$ cat config.mk
export PLATFORM = sky130hd
export DESIGN_NAME = dev_reshuffler_ctrl_flat
export DESIGN_NICKNAME = d
export VERILOG_FILES = /design/src/rtl/dev_reshuffler_ctrl_pkg.sv /design/src/rtl/dev_reshuffler_ctrl_if.sv /design/src/rtl/dev_reshuffler_ctrl_csr.sv /design/src/rtl/dev_reshuffler_ctrl.sv /design/src/flat_wrapper.sv
export SDC_FILE = /design/constraint.sdc
export NUM_CORES = 1
export LEC_CHECK = 0
export ABC_AREA = 0
export BUFFER_PORTS_ARGS = -buffer_cell sky130_fd_sc_hd__clkbuf_2
export CAP_MARGIN = 0
export CORE_MARGIN = 5
export CORE_UTILIZATION = 45
export CTS_BUF_LIST = sky130_fd_sc_hd__clkbuf_8
export DETAILED_ROUTE_END_ITERATION = 8
export REMOVE_ABC_BUFFERS = 1
export SYNTH_ARGS = -nofsm -noshare
export SYNTH_HDL_FRONTEND = slang
export SYNTH_HIERARCHICAL = 1
export SYNTH_SLANG_ARGS = --single-unit
$ cat constraint.sdc
create_clock -name clk_i -period 8 [get_ports clk_i]
set_input_delay 1.2 -clock clk_i [delete_from_list [all_inputs] [get_ports clk_i]]
set_output_delay 1.2 -clock clk_i [all_outputs]
set_load 0.01 [all_outputs]
$ cat src/rtl/dev_reshuffler_ctrl_pkg.sv
// dev_reshuffler_ctrl_pkg: shared state encodings, CSR map and bit positions
package dev_reshuffler_ctrl_pkg;
  typedef logic [1:0] state_t;
  localparam state_t ST_IDLE = 2'd0;
  localparam state_t ST_RUN = 2'd1;
  localparam state_t ST_DRAIN = 2'd2;
  localparam state_t ST_DONE = 2'd3;
  localparam int ADDR_CTRL = 0;
  localparam int ADDR_NUM_BEATS = 1;
  localparam int ADDR_STATUS = 2;
  localparam int ADDR_IN_CNT = 3;
  localparam int ADDR_OUT_CNT = 4;
  localparam int ADDR_CYCLE_CNT = 5;
  localparam int CTRL_START = 0;
  localparam int CTRL_CLEAR = 1;
  localparam int STAT_BUSY = 0;
  localparam int STAT_DONE = 1;
endpackage

$ cat src/rtl/dev_reshuffler_ctrl_if.sv
// dev_reshuffler_ctrl_if: CSR bus, gated stream handshakes and done pulse
interface dev_reshuffler_ctrl_if #(
  parameter int RegAddrWidth = 3,
  parameter int RegDataWidth = 32
);
  logic [RegAddrWidth-1:0] csr_addr_i;
  logic [RegDataWidth-1:0] csr_wr_data_i;
  logic csr_wr_en_i;
  logic csr_req_valid_i;
  logic csr_req_ready_o;
  logic [RegDataWidth-1:0] csr_rd_data_o;
  logic csr_rsp_valid_o;
  logic csr_rsp_ready_i;
  logic s_a_valid_i;
  logic s_a_ready_o;
  logic r_a_valid_o;
  logic r_a_ready_i;
  logic r_z_valid_i;
  logic r_z_ready_o;
  logic s_z_valid_o;
  logic s_z_ready_i;
  logic done_o;
  modport slave (
    input csr_addr_i, csr_wr_data_i, csr_wr_en_i, csr_req_valid_i, csr_rsp_ready_i,
    input s_a_valid_i, r_a_ready_i, r_z_valid_i, s_z_ready_i,
    output csr_req_ready_o, csr_rd_data_o, csr_rsp_valid_o,
    output s_a_ready_o, r_a_valid_o, r_z_ready_o, s_z_valid_o, done_o
  );
  modport master (
    output csr_addr_i, csr_wr_data_i, csr_wr_en_i, csr_req_valid_i, csr_rsp_ready_i,
    output s_a_valid_i, r_a_ready_i, r_z_valid_i, s_z_ready_i,
    input csr_req_ready_o, csr_rd_data_o, csr_rsp_valid_o,
    input s_a_ready_o, r_a_valid_o, r_z_ready_o, s_z_valid_o, done_o
  );
endinterface

$ cat src/rtl/dev_reshuffler_ctrl_csr.sv
// dev_reshuffler_ctrl_csr: CSR handshake, register decode, start/clear pulses and NUM_BEATS
module dev_reshuffler_ctrl_csr
  import dev_reshuffler_ctrl_pkg::*;
#(
  parameter int RegDataWidth = 32,
  parameter int RegAddrWidth = 3,
  parameter int CntWidth = 32
) (
  input  logic clk_i,
  input  logic rst_i,
  input  logic [RegAddrWidth-1:0] addr_i,
  input  logic [RegDataWidth-1:0] wr_data_i,
  input  logic wr_en_i,
  input  logic req_valid_i,
  output logic req_ready_o,
  output logic [RegDataWidth-1:0] rd_data_o,
  output logic rsp_valid_o,
  input  logic rsp_ready_i,
  input  logic busy_i,
  input  logic done_i,
  input  logic [CntWidth-1:0] in_cnt_i,
  input  logic [CntWidth-1:0] out_cnt_i,
  input  logic [CntWidth-1:0] cycle_cnt_i,
  output logic start_o,
  output logic clear_o,
  output logic [CntWidth-1:0] num_beats_o
);
  logic acc, wr;
  logic rsp_valid_q, rsp_valid_d;
  logic [RegDataWidth-1:0] rd_data_q, rd_data_d, rdata;
  logic [CntWidth-1:0] num_beats_q, num_beats_d;
  assign req_ready_o = !rsp_valid_q | rsp_ready_i;
  assign acc = req_valid_i & req_ready_o;
  assign wr = acc & wr_en_i;
  assign start_o = wr && addr_i == RegAddrWidth'(ADDR_CTRL) && wr_data_i[CTRL_START];
  assign clear_o = wr && addr_i == RegAddrWidth'(ADDR_CTRL) && wr_data_i[CTRL_CLEAR];
  assign rsp_valid_o = rsp_valid_q;
  assign rd_data_o = rd_data_q;
  assign num_beats_o = num_beats_q;
  // read mux; CTRL, unmapped words and anything not listed read as zero
  always_comb begin
    rdata = '0;
    case (addr_i)
      RegAddrWidth'(ADDR_NUM_BEATS): rdata = RegDataWidth'(num_beats_q);
      RegAddrWidth'(ADDR_STATUS): begin
        rdata[STAT_BUSY] = busy_i;
        rdata[STAT_DONE] = done_i;
      end
      RegAddrWidth'(ADDR_IN_CNT): rdata = RegDataWidth'(in_cnt_i);
      RegAddrWidth'(ADDR_OUT_CNT): rdata = RegDataWidth'(out_cnt_i);
      RegAddrWidth'(ADDR_CYCLE_CNT): rdata = RegDataWidth'(cycle_cnt_i);
      default: rdata = '0;
    endcase
  end
  // response is captured on acceptance and held until the requester takes it
  always_comb begin
    rsp_valid_d = acc ? 1'b1 : (rsp_ready_i ? 1'b0 : rsp_valid_q);
    rd_data_d = acc ? (wr_en_i ? '0 : rdata) : rd_data_q;
    num_beats_d = (wr && addr_i == RegAddrWidth'(ADDR_NUM_BEATS) && !busy_i) ? CntWidth'(wr_data_i) : num_beats_q;
  end
  // response and NUM_BEATS registers
  always_ff @(posedge clk_i) begin
    if (rst_i) begin
      rsp_valid_q <= 1'b0;
      rd_data_q <= '0;
      num_beats_q <= '0;
    end else begin
      rsp_valid_q <= rsp_valid_d;
      rd_data_q <= rd_data_d;
      num_beats_q <= num_beats_d;
    end
  end
endmodule

$ cat src/rtl/dev_reshuffler_ctrl.sv
// dev_reshuffler_ctrl: job FSM gating reshuffler handshakes for exactly NUM_BEATS beats
module dev_reshuffler_ctrl
  import dev_reshuffler_ctrl_pkg::*;
#(
  parameter int RegCount = 8,
  parameter int RegDataWidth = 32,
  parameter int RegAddrWidth = $clog2(RegCount),
  parameter int CntWidth = 32
) (
  input logic clk_i,
  input logic rst_i,
  dev_reshuffler_ctrl_if.slave bus
);
  state_t state_q, state_d;
  logic [CntWidth-1:0] in_cnt_q, in_cnt_d, out_cnt_q, out_cnt_d, cyc_q, cyc_d, num_beats;
  logic start, clear, go, busy, in_ok, out_ok, in_fire, out_fire, done_q, done_d;
  dev_reshuffler_ctrl_csr #(
    .RegDataWidth(RegDataWidth),
    .RegAddrWidth(RegAddrWidth),
    .CntWidth(CntWidth)
  ) u_csr (
    .clk_i(clk_i),
    .rst_i(rst_i),
    .addr_i(bus.csr_addr_i),
    .wr_data_i(bus.csr_wr_data_i),
    .wr_en_i(bus.csr_wr_en_i),
    .req_valid_i(bus.csr_req_valid_i),
    .req_ready_o(bus.csr_req_ready_o),
    .rd_data_o(bus.csr_rd_data_o),
    .rsp_valid_o(bus.csr_rsp_valid_o),
    .rsp_ready_i(bus.csr_rsp_ready_i),
    .busy_i(busy),
    .done_i(state_q == ST_DONE),
    .in_cnt_i(in_cnt_q),
    .out_cnt_i(out_cnt_q),
    .cycle_cnt_i(cyc_q),
    .start_o(start),
    .clear_o(clear),
    .num_beats_o(num_beats)
  );
  assign busy = state_q == ST_RUN || state_q == ST_DRAIN;
  assign in_ok = state_q == ST_RUN && in_cnt_q < num_beats;
  assign out_ok = busy && out_cnt_q < num_beats;
  assign bus.r_a_valid_o = bus.s_a_valid_i & in_ok;
  assign bus.s_a_ready_o = bus.r_a_ready_i & in_ok;
  assign bus.s_z_valid_o = bus.r_z_valid_i & out_ok;
  assign bus.r_z_ready_o = bus.s_z_ready_i & out_ok;
  assign bus.done_o = done_q;
  assign in_fire = bus.s_a_valid_i & bus.r_a_ready_i & in_ok;
  assign out_fire = bus.r_z_valid_i & bus.s_z_ready_i & out_ok;
  assign go = start & !clear & (state_q == ST_IDLE || state_q == ST_DONE);
  // next state and counters; clear beats start, a zero-beat job completes immediately
  always_comb begin
    in_cnt_d = in_cnt_q + CntWidth'(in_fire);
    out_cnt_d = out_cnt_q + CntWidth'(out_fire);
    cyc_d = (busy && cyc_q != '1) ? cyc_q + CntWidth'(1) : cyc_q;
    state_d = clear ? ST_IDLE
            : go ? (num_beats == '0 ? ST_DONE : ST_RUN)
            : state_q == ST_RUN ? (in_cnt_d == num_beats ? (out_cnt_d == num_beats ? ST_DONE : ST_DRAIN) : ST_RUN)
            : state_q == ST_DRAIN ? (out_cnt_d == num_beats ? ST_DONE : ST_DRAIN)
            : state_q;
    if (clear || go) begin
      in_cnt_d = '0;
      out_cnt_d = '0;
      cyc_d = '0;
    end
    done_d = !clear && state_d == ST_DONE && (state_q != ST_DONE || go);
  end
  // state, counters and done pulse registers
  always_ff @(posedge clk_i) begin
    if (rst_i) begin
      state_q <= ST_IDLE;
      in_cnt_q <= '0;
      out_cnt_q <= '0;
      cyc_q <= '0;
      done_q <= 1'b0;
    end else begin
      state_q <= state_d;
      in_cnt_q <= in_cnt_d;
      out_cnt_q <= out_cnt_d;
      cyc_q <= cyc_d;
      done_q <= done_d;
    end
  end
endmodule

$ cat src/flat_wrapper.sv
// flat-port wrapper written by rule: the top's interface ports become plain ports
module dev_reshuffler_ctrl_flat import dev_reshuffler_ctrl_pkg::*;
#(
  parameter int RegCount = 8,
  parameter int RegDataWidth = 32,
  parameter int RegAddrWidth = $clog2(RegCount),
  parameter int CntWidth = 32
)
  (clk_i, rst_i, bus_csr_addr_i, bus_csr_wr_data_i, bus_csr_wr_en_i, bus_csr_req_valid_i, bus_csr_rsp_ready_i, bus_s_a_valid_i, bus_r_a_ready_i, bus_r_z_valid_i, bus_s_z_ready_i, bus_csr_req_ready_o, bus_csr_rd_data_o, bus_csr_rsp_valid_o, bus_s_a_ready_o, bus_r_a_valid_o, bus_r_z_ready_o, bus_s_z_valid_o, bus_done_o);
  dev_reshuffler_ctrl_if #(.RegAddrWidth(RegAddrWidth), .RegDataWidth(RegDataWidth)) bus_i ();
  input logic clk_i;
  input logic rst_i;
  input wire logic [$bits(bus_i.csr_addr_i)-1:0] bus_csr_addr_i;
  input wire logic [$bits(bus_i.csr_wr_data_i)-1:0] bus_csr_wr_data_i;
  input wire logic [$bits(bus_i.csr_wr_en_i)-1:0] bus_csr_wr_en_i;
  input wire logic [$bits(bus_i.csr_req_valid_i)-1:0] bus_csr_req_valid_i;
  input wire logic [$bits(bus_i.csr_rsp_ready_i)-1:0] bus_csr_rsp_ready_i;
  input wire logic [$bits(bus_i.s_a_valid_i)-1:0] bus_s_a_valid_i;
  input wire logic [$bits(bus_i.r_a_ready_i)-1:0] bus_r_a_ready_i;
  input wire logic [$bits(bus_i.r_z_valid_i)-1:0] bus_r_z_valid_i;
  input wire logic [$bits(bus_i.s_z_ready_i)-1:0] bus_s_z_ready_i;
  output wire logic [$bits(bus_i.csr_req_ready_o)-1:0] bus_csr_req_ready_o;
  output wire logic [$bits(bus_i.csr_rd_data_o)-1:0] bus_csr_rd_data_o;
  output wire logic [$bits(bus_i.csr_rsp_valid_o)-1:0] bus_csr_rsp_valid_o;
  output wire logic [$bits(bus_i.s_a_ready_o)-1:0] bus_s_a_ready_o;
  output wire logic [$bits(bus_i.r_a_valid_o)-1:0] bus_r_a_valid_o;
  output wire logic [$bits(bus_i.r_z_ready_o)-1:0] bus_r_z_ready_o;
  output wire logic [$bits(bus_i.s_z_valid_o)-1:0] bus_s_z_valid_o;
  output wire logic [$bits(bus_i.done_o)-1:0] bus_done_o;
  assign bus_i.csr_addr_i = bus_csr_addr_i;
  assign bus_i.csr_wr_data_i = bus_csr_wr_data_i;
  assign bus_i.csr_wr_en_i = bus_csr_wr_en_i;
  assign bus_i.csr_req_valid_i = bus_csr_req_valid_i;
  assign bus_i.csr_rsp_ready_i = bus_csr_rsp_ready_i;
  assign bus_i.s_a_valid_i = bus_s_a_valid_i;
  assign bus_i.r_a_ready_i = bus_r_a_ready_i;
  assign bus_i.r_z_valid_i = bus_r_z_valid_i;
  assign bus_i.s_z_ready_i = bus_s_z_ready_i;
  assign bus_csr_req_ready_o = bus_i.csr_req_ready_o;
  assign bus_csr_rd_data_o = bus_i.csr_rd_data_o;
  assign bus_csr_rsp_valid_o = bus_i.csr_rsp_valid_o;
  assign bus_s_a_ready_o = bus_i.s_a_ready_o;
  assign bus_r_a_valid_o = bus_i.r_a_valid_o;
  assign bus_r_z_ready_o = bus_i.r_z_ready_o;
  assign bus_s_z_valid_o = bus_i.s_z_valid_o;
  assign bus_done_o = bus_i.done_o;
  dev_reshuffler_ctrl #(.RegCount(RegCount), .RegDataWidth(RegDataWidth), .RegAddrWidth(RegAddrWidth), .CntWidth(CntWidth)) u_core (.clk_i(clk_i), .rst_i(rst_i), .bus(bus_i));
endmodule
# Word level (Yosys, flattened, before mapping)
# Index checks and enable logic that the tools add are counted.
# totals
regBits	164
latchBits	0
ramBits	0
romBits	0
input_bits	44
memories	0
# classes
addsub	3
multipliers	0
div	0
order_cmp	2
n_eq_ne	13
n_shift	0
muxes	12
n_bitwise	13
reduce_logical	22
# ops
op	count
30-bit one-hot mux with 4 select lines	1
32-bit by 1-bit adder with 32-bit output	2
32-bit == test	2
32-bit less-than comparator	2
32-bit by 1-bit adder with 32-bit output, second input constant	1
32-bit logical NOT	1
32-bit two-way mux	1
32-bit != test, second input constant	1
1-bit bitwise AND	12
2-bit two-way mux	6
1-bit logical AND	10
2-bit one-hot mux with 5 select lines	1
2-bit == test, second input constant	3
3-bit by 2-bit == test with 1-bit output, second input constant	2
3-bit == test, second input constant	2
1-bit logical OR	4
3-bit by 1-bit == test with 1-bit output, second input constant	1
1-bit logical NOT	3
3-bit logical NOT	1
1-bit two-way mux	3
2-bit by 1-bit == test with 1-bit output, second input constant	1
2-bit logical NOT	1
2-bit != test, second input constant	1
2-bit nonzero test	1
other kinds (2)	2

# Logic depth before layout (Yosys ltp)
# depth
ltp_word	14
mapped_depth	23
ltp_nobuf	22

# By module
# The synthesis kept the hierarchy.
# modules_own_cells
module	n_inst	cells_per_inst	area_each_um2	seq_area_each_um2
dev_reshuffler_ctrl	1	969	7762.4	1981.9
dev_reshuffler_ctrl_csr	1	348	3150.5	1301.2

# Worst setup path before layout
# OpenSTA, ideal clock, no wires.
# synth_timing
kind	reg-to-reg
startpoint	register u_core.u_csr.num_beats_q[25], in the netlist u_core/u_csr/num_beats_o[25]
endpoint	register u_core.done_q, in the netlist u_core/bus.done_o
arrival_ns	5.222
slack_ns	2.674
stages_incl_launch_ff	23
n_path_buf	0
cell_sequence	dfxtp_1 > inv_1 > ha_1 > a21o_1 > a21o_1 > a21o_1 > a21o_1 > a21oi_1 > nor2b_1 > o21ai_0 > nor4bb_1 > and4_1 > ha_1 > ha_1 > nand3_1 > or4_1 > mux2i_1 > a2111oi_0 > o2111ai_1 > or4_1 > or4_1 > o2bb2ai_1 > a2111oi_2
# synth_between
elab_chain_len	13
# synth_lines
element	line_no	source
start, declared	dev_reshuffler_ctrl_csr.sv:31	logic [CntWidth-1:0] num_beats_q, num_beats_d;
start signal, assigned	dev_reshuffler_ctrl_csr.sv:70	num_beats_q <= num_beats_d;
32-bit less-than comparator	dev_reshuffler_ctrl.sv:43	assign out_ok = busy && out_cnt_q < num_beats;
1-bit logical AND	dev_reshuffler_ctrl.sv:43	
1-bit bitwise AND	dev_reshuffler_ctrl.sv:50	assign out_fire = bus.r_z_valid_i & bus.s_z_ready_i & out_ok;
32-bit by 1-bit adder with 32-bit output	dev_reshuffler_ctrl.sv:55	out_cnt_d = out_cnt_q + CntWidth'(out_fire);
32-bit == test	dev_reshuffler_ctrl.sv:59, dev_reshuffler_ctrl.sv:60	
1-bit two-way mux	dev_reshuffler_ctrl.sv:59, dev_reshuffler_ctrl.sv:60	
2-bit two-way mux, on equally long branches	dev_reshuffler_ctrl.sv:60, dev_reshuffler_ctrl.sv:59	
2-bit two-way mux	dev_reshuffler_ctrl.sv:59	: state_q == ST_RUN ? (in_cnt_d == num_beats ? (out_cnt_d == num_beats ? ST_DONE : ST_DRAIN) : ST_RUN)
2-bit two-way mux *	dev_reshuffler_ctrl.sv:58	: go ? (num_beats == '0 ? ST_DONE : ST_RUN)
2-bit two-way mux *	dev_reshuffler_ctrl.sv:57	state_d = clear ? ST_IDLE
2-bit == test *	dev_reshuffler_ctrl.sv:67	done_d = !clear && state_d == ST_DONE && (state_q != ST_DONE || go);
1-bit logical AND * (2 in series)	dev_reshuffler_ctrl.sv:67	
end signal, assigned	dev_reshuffler_ctrl.sv:82	done_q <= done_d;
end, declared	dev_reshuffler_ctrl.sv:16	logic start, clear, go, busy, in_ok, out_ok, in_fire, out_fire, done_q, done_d;
# Every way passes the cells marked *; elsewhere a longest branch is shown, timed or not.
# A chain may end at the register's enable or synchronous reset.

# Final worst setup path
# layout_timing
startpoint	register u_core.u_csr.num_beats_q[17], in the netlist u_core/u_csr/num_beats_o[17]
endpoint	register u_core.done_q, in the netlist u_core/bus.done_o
# The elaborated chain is that of the path after synthesis.

==> results.md <==
* Status: finished, final reports clean
* Rows at 57
* Final setup violating endpoints at 0
* Unique masters post-synth at between 70 and 80
* First-pass GRT wire length at between 50 and 60 mm
* Buffer type at the clock tree root: clkbuf_8
* Post-synth ARST share at 0%
* Post-synth EDFFs at 0
* HPWL after detailed placement at around 26 mm
* DRC Markers at 0
* Final wirelength at roughly 35 mm
* Overall Power at 1860 uW
* Rel. slew slack at between 10% and 20%
* Starting Density at approximately 45%
* Pwr Density at 155 nW/um2
* Die footprint at approximately 27,000 um2
* DR vias at ~10,000
* Total global routing overflow at 0
* Flop pwr share at a little under half
* Placeable Area at ~24,000 um2
* Primary FF master, synth: dfxtp_1
* Vias in the first global route at around 9,400
* IO Pins at between 80 and 90
* Most common cell in the synthesized netlist: dfxtp_1
* CTS hold repair buffers at 0
* Drt first pass iters at 6
* GPL Wtd Cong at between 0.9 and 1
* Avg Cell Area, Syn at about 8.3 um2
* Worst-path clk slew at ~0.10 ns
* Req. time, crit path at 8.36 ns
* Post-synth top cells: dfxtp_1 (164), nor2_1 (131), nand2_1 (119)
* Unrepaired setup endpoints after global routing: false
* Tmin final at ~6.5 ns
* Final max-slew violation count at 0
* ANT cells at 0
* CTS tree: yes
* Syn Inst Count at ~1,300
* Layout area overhead at 9.48%
* Post-synthesis sequential area ratio at between 30% and 40%
* Met1 Resource Use GR at a little over a third
* Peak VDD IR at about 0.076 mV
* Gr usage total at around 24%
* H-Tree Depth at 4
* Static Leak at 0.00475 uW
* Area leader, netlist: dfxtp_1
* Vias per cell at between 5 and 6
* Endpoint class of the critical path: flip-flop
* Comb pwr share at between 10% and 20%
* Max_cap viols at 0
* Antenna-violating nets left at 0
* Synth area leaders: dfxtp_1 (30%), ha_1 (8.0%), xnor2_1 (6.3%)
* Hold Vio Cnt, Final at 0
* Slew @ Worst Pin at roughly 1.2 ns
* Worst min-delay path category: flip-flop to flip-flop
* Int Pwr at 1310 uW
* Grt peak-use layer: met2
* Fmax at between 150 and 200 MHz
* TritonCTS Buffers at 17
* Routed wire length per instance at slightly above 20 um
* Clock Skews at roughly 0.016 ns
* Count of non-filler cells in the finished layout at 1,695
* Clock power frac at approximately two fifths
* Met3 usage in global routing at around 3.1%
* Die height at around 170 um
* Post-CTS Setup Inserts at 0
* Fin crit share at slightly above 80%
* Resize count post-CTS at 0
* Mapped Area at approximately 11,000 um2
* Met2 GRT Util at around 37%
* Placed cells at 1,663
* Critical path class: flip-flop to flip-flop
* Clock Sinks at 164
* Setup crit start kind: flip-flop
* Synth top area share at between 30% and 40%
* Syn. warnings at 6
* Yosys reg bits at approximately 160
* Layout cells sized above 1 at between 10% and 20%
* Maximum net fanout on the critical path at 13
* Die X at 166 um
* Largest net degree at the start of global routing at 97
* Switch share at 29.4%
* WP data arrival at approximately 6.9 ns
* Final #Nets at around 1,500
* Initial DRC count at 937
* Later-pin clock latency in the skew report at between 0.4 and 0.5 ns
* Switching Power at 546 uW
* Initial antenna violation count at 0
* Setup TNS Final at 0 ns
* # port buffers at just over 80
* Bufs on Longest Clock Path at 2
-- layout make-up --
class | count | area [um2]
Clock buffer | 18 | 248
Inverter | 52 | 195
Fill cell | 2421 | 12200
Clock inverter | 14 | 209
Multi-Input combinational cell | 1025 | 7080
Tap cell | 324 | 405
Sequential cell | 164 | 3280
Timing Repair Buffer | 98 | 531
-- layout by cell type, fill, tap and decap left out, types with 43 or more instances in the layout --
cell type and count:
dfxtp_1 164, nor2_1 131, nand2_1 119, clkbuf_2 82, xnor2_1 78, ha_1 70, mux2i_1 68, a21oi_1 64
nand4_1 56, xor2_1 53, inv_1 52, nand3_1 43
-- sequential cells by signal (all words and copies together) (netlist names) --
signal and flops:
u_core/out_cnt_q 32, u_core/cyc_q 32, u_core/bus.done_o 1, u_core/u_csr/num_beats_o 32, u_core/state_q 2, u_core/u_csr/rsp_valid_o 1, u_core/in_cnt_q 32, u_core/u_csr/rd_data_o 32
-- routing by layer --
metal / vias up / part of all wire, % / routed length [um]
met5: - / 0 / 0
met2: 344 / 44 / 15200
met4: 0 / 2.5 / 861
met3: 52 / 5.5 / 1910
met1: 4781 / 48 / 16700
li1: 4866 / - / -
-- path summary, 6_finish.rpt --
check / cells after the start / slack [ns] / endpoint / from
worst max-delay path: 21 / 1.50 / u_core/bus.done_o / u_core/u_csr/num_beats_o[17]
worst max register to register: 21 / 1.50 / u_core/bus.done_o / u_core/u_csr/num_beats_o[17]
worst min-delay path: 2 / 0.46 / u_core/u_csr/rd_data_o[1] / u_core/u_csr/rd_data_o[1]
worst min register to register: 2 / 0.46 / u_core/u_csr/rd_data_o[1] / u_core/u_csr/rd_data_o[1]
-- worst max-delay path, cell delays in order, from the launching register on --
cell and delay, ns:
dfxtp_1 0.50, inv_1 0.13, ha_1 0.32, a21o_1 0.20
a21o_1 0.18, a21o_1 0.17, a21oi_1 0.13, nor2b_1 0.06
o21ai_0 0.15, a21oi_1 0.10, nor4bb_1 0.63, and4_1 0.30
ha_1 0.23, nand4_1 0.58, or4_4 0.69, o21ai_0 0.26
nand4_1 0.12, mux2_2 0.30, or4b_1 0.46, or4_1 0.43
o2bb2ai_1 0.16, a2111oi_2 0.32
-- cell families (layout without fill, tap and decap cells) --
kind of cell    after synthesis  in the layout  share of synthesized area, %
compound gates              251            251                          15.8
xor+xnor                    132            132                          10.7
fa+ha+maj                    71             71                          8.12
buf+inv                     128            182                          5.11
flops                       164            164                          30.1
mux                          70             70                          6.44
simple gates                501            501                          23.7
-- metrics by stage --
stage	hold WS (ns)	setup WS, ns	utilization, %	cell area (um2)
after floorplan	0.455	2.18	-	10600
after global placement	0.443	1.74	47.7	11500
after detailed placement	0.441	1.61	47.7	11500
after CTS	0.464	1.55	49.6	11900
after global routing	0.494	1.01	49.6	11900
final	0.462	1.50	49.6	11900
-- power groups by stage --
stage	Sequential [uW]	Combinational (uW)	Clock, uW
5_1_grt	857	318	764
6_report	855	294	708
3_5_place_dp	873	293	0
2_1_floorplan	866	177	0
3_3_place_gp	873	294	0
4_1_cts	854	294	730
Note: power is estimated with default switching activity, not from simulation.
